--- config.mk ---
export PLATFORM = sky130hd
export DESIGN_NAME = lab3_seven_segment_scanner
export DESIGN_NICKNAME = d
export VERILOG_FILES = /design/src/rtl/lab3_pkg.sv /design/src/rtl/lab3_seven_segment_scanner_hex.sv /design/src/rtl/lab3_seven_segment_scanner.sv
export SDC_FILE = /design/constraint.sdc
export NUM_CORES = 1
export LEC_CHECK = 0
export CORE_ASPECT_RATIO = 0.9
export CORE_UTILIZATION = 50
export CTS_BUF_LIST = sky130_fd_sc_hd__clkbuf_2
export DETAILED_ROUTE_END_ITERATION = 16
export MAX_ROUTING_LAYER = met4
export PLACE_DENSITY = 0.74
export SETUP_SLACK_MARGIN = 0.5
export SYNTH_ARGS = -nofsm -noshare
export SYNTH_HDL_FRONTEND = slang
export SYNTH_SLANG_ARGS = --single-unit
--- constraint.sdc ---
create_clock -name clk -period 1.8 [get_ports clk]
set_input_delay 0.18 -clock clk [delete_from_list [all_inputs] [get_ports clk]]
set_output_delay 0.18 -clock clk [all_outputs]
set_load 0.1 [all_outputs]
--- src/rtl/lab3_pkg.sv ---
// Shared types and constants for the lab3 seven-segment display path.
// The segment map is active-low {g,f,e,d,c,b,a}, which suits a common-anode display.
package lab3_pkg;

    typedef logic [6:0] seg_t;

    localparam seg_t       SEG_OFF   = 7'h7F;
    localparam logic [3:0] ANODE_OFF = 4'hF;

    function automatic seg_t hex7(input logic [3:0] nib);
        seg_t s;
        unique case (nib)
            4'h0: s = 7'h40;
            4'h1: s = 7'h79;
            4'h2: s = 7'h24;
            4'h3: s = 7'h30;
            4'h4: s = 7'h19;
            4'h5: s = 7'h12;
            4'h6: s = 7'h02;
            4'h7: s = 7'h78;
            4'h8: s = 7'h00;
            4'h9: s = 7'h10;
            4'hA: s = 7'h08;
            4'hB: s = 7'h03;
            4'hC: s = 7'h46;
            4'hD: s = 7'h21;
            4'hE: s = 7'h06;
            default: s = 7'h0E;
        endcase
        return s;
    endfunction

endpackage

--- src/rtl/lab3_seven_segment_scanner_hex.sv ---
// Combinational nibble-to-segment decoder.
// It is kept as its own module so that it can be unit-tested in isolation.
module lab3_hex_to_7seg
    import lab3_pkg::*;
(
    input  logic [3:0] nib,
    output logic [6:0] seg
);

    always_comb begin
        seg = hex7(nib);
    end

endmodule

--- src/rtl/lab3_seven_segment_scanner.sv ---
// Time-multiplexed 4-digit hex scanner for a common-anode display.
// It takes a per-frame snapshot of the value, blanks leading zeros, and opens a guard gap at each digit switch.
module lab3_seven_segment_scanner
    import lab3_pkg::*;
#(
    parameter int unsigned REFRESH_DIV  = 100_000,
    parameter int unsigned GUARD_CYCLES = 4
) (
    input  logic        clk,
    input  logic        reset,
    input  logic [15:0] value,
    input  logic [3:0]  dp_in,
    input  logic        blank_lz,
    output logic [3:0]  anode,
    output logic [6:0]  seg,
    output logic        dp,
    output logic        frame_done
);

    localparam int unsigned   CW    = (REFRESH_DIV > 1) ? $clog2(REFRESH_DIV) : 1;
    localparam logic [CW-1:0] LAST  = CW'(REFRESH_DIV - 1);
    localparam logic [CW-1:0] GUARD = CW'(GUARD_CYCLES);

    logic [CW-1:0] div_cnt;
    logic [1:0]    idx;
    logic [15:0]   shadow;

    logic          tick;
    logic          guard;
    logic          upper_zero;
    logic          lz_blank;
    logic [3:0]    nib;
    logic [6:0]    nib_seg;

    always_comb begin
        tick  = (div_cnt == LAST);
        guard = (div_cnt < GUARD);
        nib   = shadow[{idx, 2'b00} +: 4];
        // A digit is a leading zero only if it and every digit above it are zero.
        unique case (idx)
            2'd1:    upper_zero = (shadow[15:4]  == '0);
            2'd2:    upper_zero = (shadow[15:8]  == '0);
            2'd3:    upper_zero = (shadow[15:12] == '0);
            default: upper_zero = 1'b0;
        endcase
        lz_blank = blank_lz & upper_zero;
    end

    lab3_hex_to_7seg u_dec (
        .nib (nib),
        .seg (nib_seg)
    );

    always_ff @(posedge clk) begin
        if (reset) begin
            div_cnt    <= '0;
            idx        <= '0;
            shadow     <= value;
            anode      <= ANODE_OFF;
            seg        <= SEG_OFF;
            dp         <= 1'b1;
            frame_done <= 1'b0;
        end else begin
            if (tick) begin
                div_cnt <= '0;
                idx     <= idx + 2'd1;
            end else begin
                div_cnt <= div_cnt + CW'(1);
            end

            frame_done <= tick && (idx == 2'd3);
            if (tick && (idx == 2'd3)) begin
                shadow <= value;
            end

            if (guard || lz_blank) begin
                anode <= ANODE_OFF;
                seg   <= SEG_OFF;
                dp    <= 1'b1;
            end else begin
                anode <= ~(4'b0001 << idx);
                seg   <= nib_seg;
                dp    <= ~dp_in[idx];
            end
        end
    end

endmodule

==> Word level (Yosys, flattened, before mapping) <==
Memories as Yosys holds them, arrays and structs flattened. A register that Yosys moved wholly into a read port is not among the register bits.
Index checks and enable logic that the tools add are counted.
{ "totals": {"register_bits": 41, "out_inout_bits": 13, "word_cells": 33, "n_memories": 1, "mem_bits_ro": 112} }
{ "classes": {"n_reduce_logical": 8, "mux": 5, "shift": 2, "add_sub_neg": 2, "n_eq_ne": 4, "magnitude_cmp": 2, "bitwise": 3} }
{ "memory_table": {"columns": ["memory", "depth", "word_bits", "rd", "rd_ports_with_merged_regs", "write_ports", "line", "source"], "rows": [
  ["(no name shown)", 16, 7, 1, 1, 0, "lab3_pkg.sv:12", "unique case (nib)"]
]} }
{ "ops": {"columns": ["cell", "n"], "rows": [
  ["16-bit two-way mux", 2],
  ["17-bit by 1-bit adder with 17-bit output, second input constant", 1],
  ["17-bit equality test, second input constant", 1],
  ["17-bit by 3-bit less-than comparator with 1-bit output, second input constant", 1],
  ["16-bit by 5-bit indexed part select with 4-bit output", 1],
  ["12-bit logical NOT", 1],
  ["8-bit logical NOT", 1],
  ["2-bit equality test, second input constant", 2],
  ["4-bit logical NOT", 1],
  ["4-bit inverter", 1],
  ["2-bit OR reduction", 2],
  ["1-bit by 2-bit left shift with 4-bit output, first input constant", 1],
  ["2-bit by 3-bit less-than comparator with 1-bit output, second input constant", 1],
  ["1-bit case mux with 3 select lines", 1],
  ["2-bit by 1-bit adder with 2-bit output, second input constant", 1],
  ["1-bit binary-select mux with 2-bit select", 1],
  ["2-bit by 1-bit equality test with 1-bit output, second input constant", 1],
  ["2-bit nonzero test", 1],
  ["1-bit bitwise AND", 1],
  ["1-bit logical AND", 1],
  ["1-bit logical OR", 1],
  ["1-bit two-way mux", 1],
  ["1-bit inverter", 1]
]} }

==> Logic depth before layout (Yosys ltp) <==
{ "logic_depth": {"depth_word": 5, "ltp_mapped": 9} }

==> Hierarchy <==
Synthesis repeated with hierarchy kept, for this count alone.
{ "hier_totals": {"hier_cells": 200, "area_unflattened_um2": 2229.6} }
{ "by_module_without_submodules": {"columns": ["module", "n_inst", "area_each_um2", "seq_area_each_um2", "cells_each"], "rows": [
  ["lab3_seven_segment_scanner", 1, 1954.4, 1121.1, 168],
  ["lab3_hex_to_7seg", 1, 275.3, 0.0, 32]
]} }

==> Worst setup path before layout <==
OpenSTA, ideal clock, no wires.
{ "synth_timing": {"path_type": "register to register", "from": "register idx[0]", "to": "register seg[0]", "path_slack_ps": -50, "synth_period_minus_slack_ps": 1850, "path_buffers": 1, "arrival_time_ps": 1715, "stages_incl_launch_ff": 6, "path_cell_list": "dfxtp_1 > buf_6 > mux4_2 > ha_1 > a2111oi_0 > o31ai_1"} }
{ "synth_via": {"elab_chain_cells": 5} }
{ "synth_lines": {"columns": ["item", "line", "source"], "rows": [
  ["from (decl)", "lab3_seven_segment_scanner.sv:25", "logic [1:0] idx;"],
  ["from (signal assigned)", "lab3_seven_segment_scanner.sv:66", "idx <= idx + 2'd1;"],
  ["2-bit equality test or 2-bit by 1-bit equality test with 1-bit output (tied branches)", "lab3_seven_segment_scanner.sv:40", "unique case (idx)"],
  ["1-bit case mux with 3 select lines", "lab3_seven_segment_scanner.sv:40", null],
  ["1-bit bitwise AND", "lab3_seven_segment_scanner.sv:46", "lz_blank = blank_lz & upper_zero;"],
  ["1-bit logical OR", "lab3_seven_segment_scanner.sv:76", "if (guard || lz_blank) begin"],
  ["2-bit OR reduction (no source line)", null, null],
  ["to (decl)", "lab3_seven_segment_scanner.sv:15", "output logic [6:0] seg,"]
]} }
Several ways; a longest one is shown, not always the timed one.
A chain may end at the register's enable or synchronous reset.

==> Worst setup path after layout <==
{ "layout_timing": {"from": "register idx[0]", "to": "register seg[5]"} }
Same word-level chain as after synthesis.

==> flow_summary.json <==
{
  "synth-main-ff-cell": "dfxtp_1",
  "start_kind": "flip-flop",
  "slowest_stage": "mux4_2",
  "synth_enable_flop_cells": 16,
  "hold_viol": 0,
  "avgSynthCellArea_um2": 10.83,
  "vias_per_cell": 5.607,
  "drc_errors": 0,
  "cts.sinks": 48,
  "vias": 1940,
  "synth_area_leader_cell": "dfxtp_1",
  "r2r_slack_ns": -0.05,
  "routed_wl_um": 5761,
  "die-width_um": 73.10,
  "ys_types": 46,
  "synth_common_cells": "dfxtp_1, nand2_1, edfxtp_1",
  "yosys-top-cells-area": "dfxtp_1, edfxtp_1, ha_1",
  "dpl.hpwl_um": 3285,
  "synth-seq-cells": 48,
  "ant_nets": 0,
  "grt_pass1_wl_um": 8293,
  "grt_pass1_vias": 1756,
  "syn_nets": 245,
  "h-tree-depth": 2,
  "m1WireLength_um": 2605,
  "overflow": 0,
  "cp_slowest_stage_delay_ns": 0.56,
  "ioPinCount": 36,
  "clk_pin_slew_worst_paths_ns": 0.26,
  "p_leak_uw": 0.001248,
  "wl_met3_um": 263,
  "clk_path_buf_depth": 2,
  "initial_core_util_pct": 54.01,
  "crit_family": "multiplexers",
  "fmax_ghz": 0.5408,
  "ys_async_sr_fraction_pct": 0,
  "worst_setup_path_end_kind": "flip-flop",
  "nets": 320,
  "timing.final.ws_setup_ns": -0.04904,
  "crit_buf_inv": 2,
  "tightestPinTransition_ns": 0.4500,
  "crit_arrival_ns": 2.20,
  "cts_buffers": 5,
  "dr_wl_met2_um": 2837,
  "avgRoutedWirePerCell_um": 16.65,
  "rsz0062_at_grt": "yes",
  "syn_area_mm2": 0.002275,
  "fin_skew_ns": 0.01535,
  "failed_checks": "negative setup slack",
  "highest_layer": "met4",
  "yosysTopAreaCellShare_pct": 28.16,
  "holdCritStartpoint": "value[8]",
  "cts_root_buffer": "clkbuf_2",
  "path_class": "flip-flop to flip-flop",
  "worstHoldPathCells": 1,
  "crit_required_ns": 2.15,
  "ir_worst_vdd_uv": 575.6,
  "grt_max_degree": 16,
  "worstSkewPairLatency_ns": 0.43,
  "r2r_cells": 6,
  "num_antenna_cells": 0,
  "cap_viol_max_count": 0,
  "coreArea_mm2": 0.004212,
  "r2r_start": "idx[0]$_SDFFE_PP0P_",
  "slew_violations": 0,
  "grt_antenna_before_repair": 0,
  "drt_iter0_markers": 104,
  "area_delta_synth_final_pct": 50.61,
  "period_share_pct": 102.7,
  "gp_routability_congestion": 0.8163,
  "synthCells": 210,
  "p_total_uw": 1926,
  "die_y_um": 65.99,
  "grt_usage_pct": 23.73,
  "max_slew_margin_pct": 69.72,
  "dieArea_mm2": 0.004823,
  "synth_most_common_cell": "dfxtp_1",
  "fin_crit_ns": 1.849,
  "ys_seq_area_share_pct": 49.28,
  "hold_path_class": "input port to flip-flop",
  "whs_endpoint": "shadow[8]$_DFFE_PP_",
  "first_pass_iters": 4,
  "status": "complete, but fails checks",
  "rows": 22,
  "critPathMaxFanout": 5,
  "power_density_mw_per_mm2": 562.1,
  "cts_tree": "built",
  "drive_gt1_share_pct": 51.05,
  "r2r-end": "seg[5]$_SDFF_PP1_",
  "setup_viol": 2,
  "portBuffers": 35,
  "synth-warning-count": 0,
  "final.setup.tns_ns": -0.07335,
  "cp_cell_sequence": "buf_4, mux4_2, buf_6, mux2_4, nand2_2, o311ai_2"
}
[power by group]
| part | switching (uW) | internal [uW] | leakage (uW) |
|---|---|---|---|
| logic | 153 | 151 | 0.000795 |
| clock network | 363 | 93.3 | 0.0000269 |
| registers | 22.2 | 1140 | 0.000426 |
| total | 538 | 1390 | 0.00125 |
[placed cells by master (no fill, tap or decap), types with 5 or more instances in the layout]
cell and n:
xor2_1 8, buf_4 36, clkbuf_2 5, clkdlybuf4s50_1 22
o31ai_1 5, ha_4 8, inv_1 5, dfxtp_2 5
buf_6 19, dfxtp_4 10, nand4_1 7, mux4_2 5
o21ai_0 6, edfxtp_1 16, a21oi_2 8, nor2_1 8
nand2_1 13, dfxtp_1 17
[how the worst max path moves through the flow]
stage,slack (ns),endpoint,start,cells after the start
floorplan,0.01,seg[0]$_SDFF_PP1_,idx[0]$_SDFFE_PP0P_,5
global placement,0.04,seg[0]$_SDFF_PP1_,idx[0]$_SDFFE_PP0P_,4
detailed placement,-0.05,seg[6]$_SDFF_PP1_,idx[0]$_SDFFE_PP0P_,5
CTS,0.02,seg[3]$_SDFF_PP1_,idx[0]$_SDFFE_PP0P_,7
global route,-0.09,seg[0]$_SDFF_PP1_,shadow[12]$_DFFE_PP_,6
finish,-0.05,seg[5]$_SDFF_PP1_,idx[0]$_SDFFE_PP0P_,6
[routing by layer]
metal / up-vias / global-route usage (%)
met2: 65 / 36.34
met3: 6 / 4.726
li1: 928 / -
met5: - / -
met1: 941 / 32.00
met4: 0 / 6.863
[layout make-up]
type / instances / area, um2
Clock buffer: 5 / 25.02
Clock inverter: 3 / 17.52
Fill cell: 236 / 785.8
Inverter: 11 / 52.55
Multi-Input combinational cell: 142 / 1386
Sequential cell: 48 / 1165
Tap cell: 60 / 75.07
Timing Repair Buffer: 77 / 704.4
[per-stage QoR]
stage,cell area [um2],instances,util (%),hold WS [ns],worst slack [ns]
global route,3426,346,81.34,0.2424,-0.09282
detailed placement,2851,312,67.71,0.4384,-0.05449
CTS,3227,342,76.62,0.2695,0.02304
floorplan,2406,210,-,0.2789,0.01467
finish,3426,346,81.34,0.2803,-0.04904
global placement,2851,312,67.71,0.4298,0.04205
[state kept, by name (all words and copies together) (netlist names)]
signal,count
idx,2
seg,7
dp,1
anode,4
shadow,16
div_cnt,17
frame_done,1
[repair_timing]
item                       4_1_cts  5_1_grt
gates cloned                     2        0
pin swaps                       10        4
hold buffers                     0        0
gates resized for setup         51       40
buffers inserted                20        4
setup endpoints to repair       46       56
[logic make-up (layout without fill, tap and decap cells)]
| group | after synthesis | count (layout) | share of synthesized area [%] |
|---|---|---|---|
| DFF | 48 | 48 | 49.28 |
| adders and majority gates | 12 | 12 | 6.600 |
| AOI/OAI and AO/OA | 32 | 32 | 9.242 |
| buffers and inverters | 21 | 96 | 4.345 |
| muxes | 13 | 13 | 8.911 |
| xor gates and xnor gates | 11 | 11 | 4.236 |
| and+or+nand+nor | 73 | 74 | 17.38 |
Power figures use the tool's default switching activity.
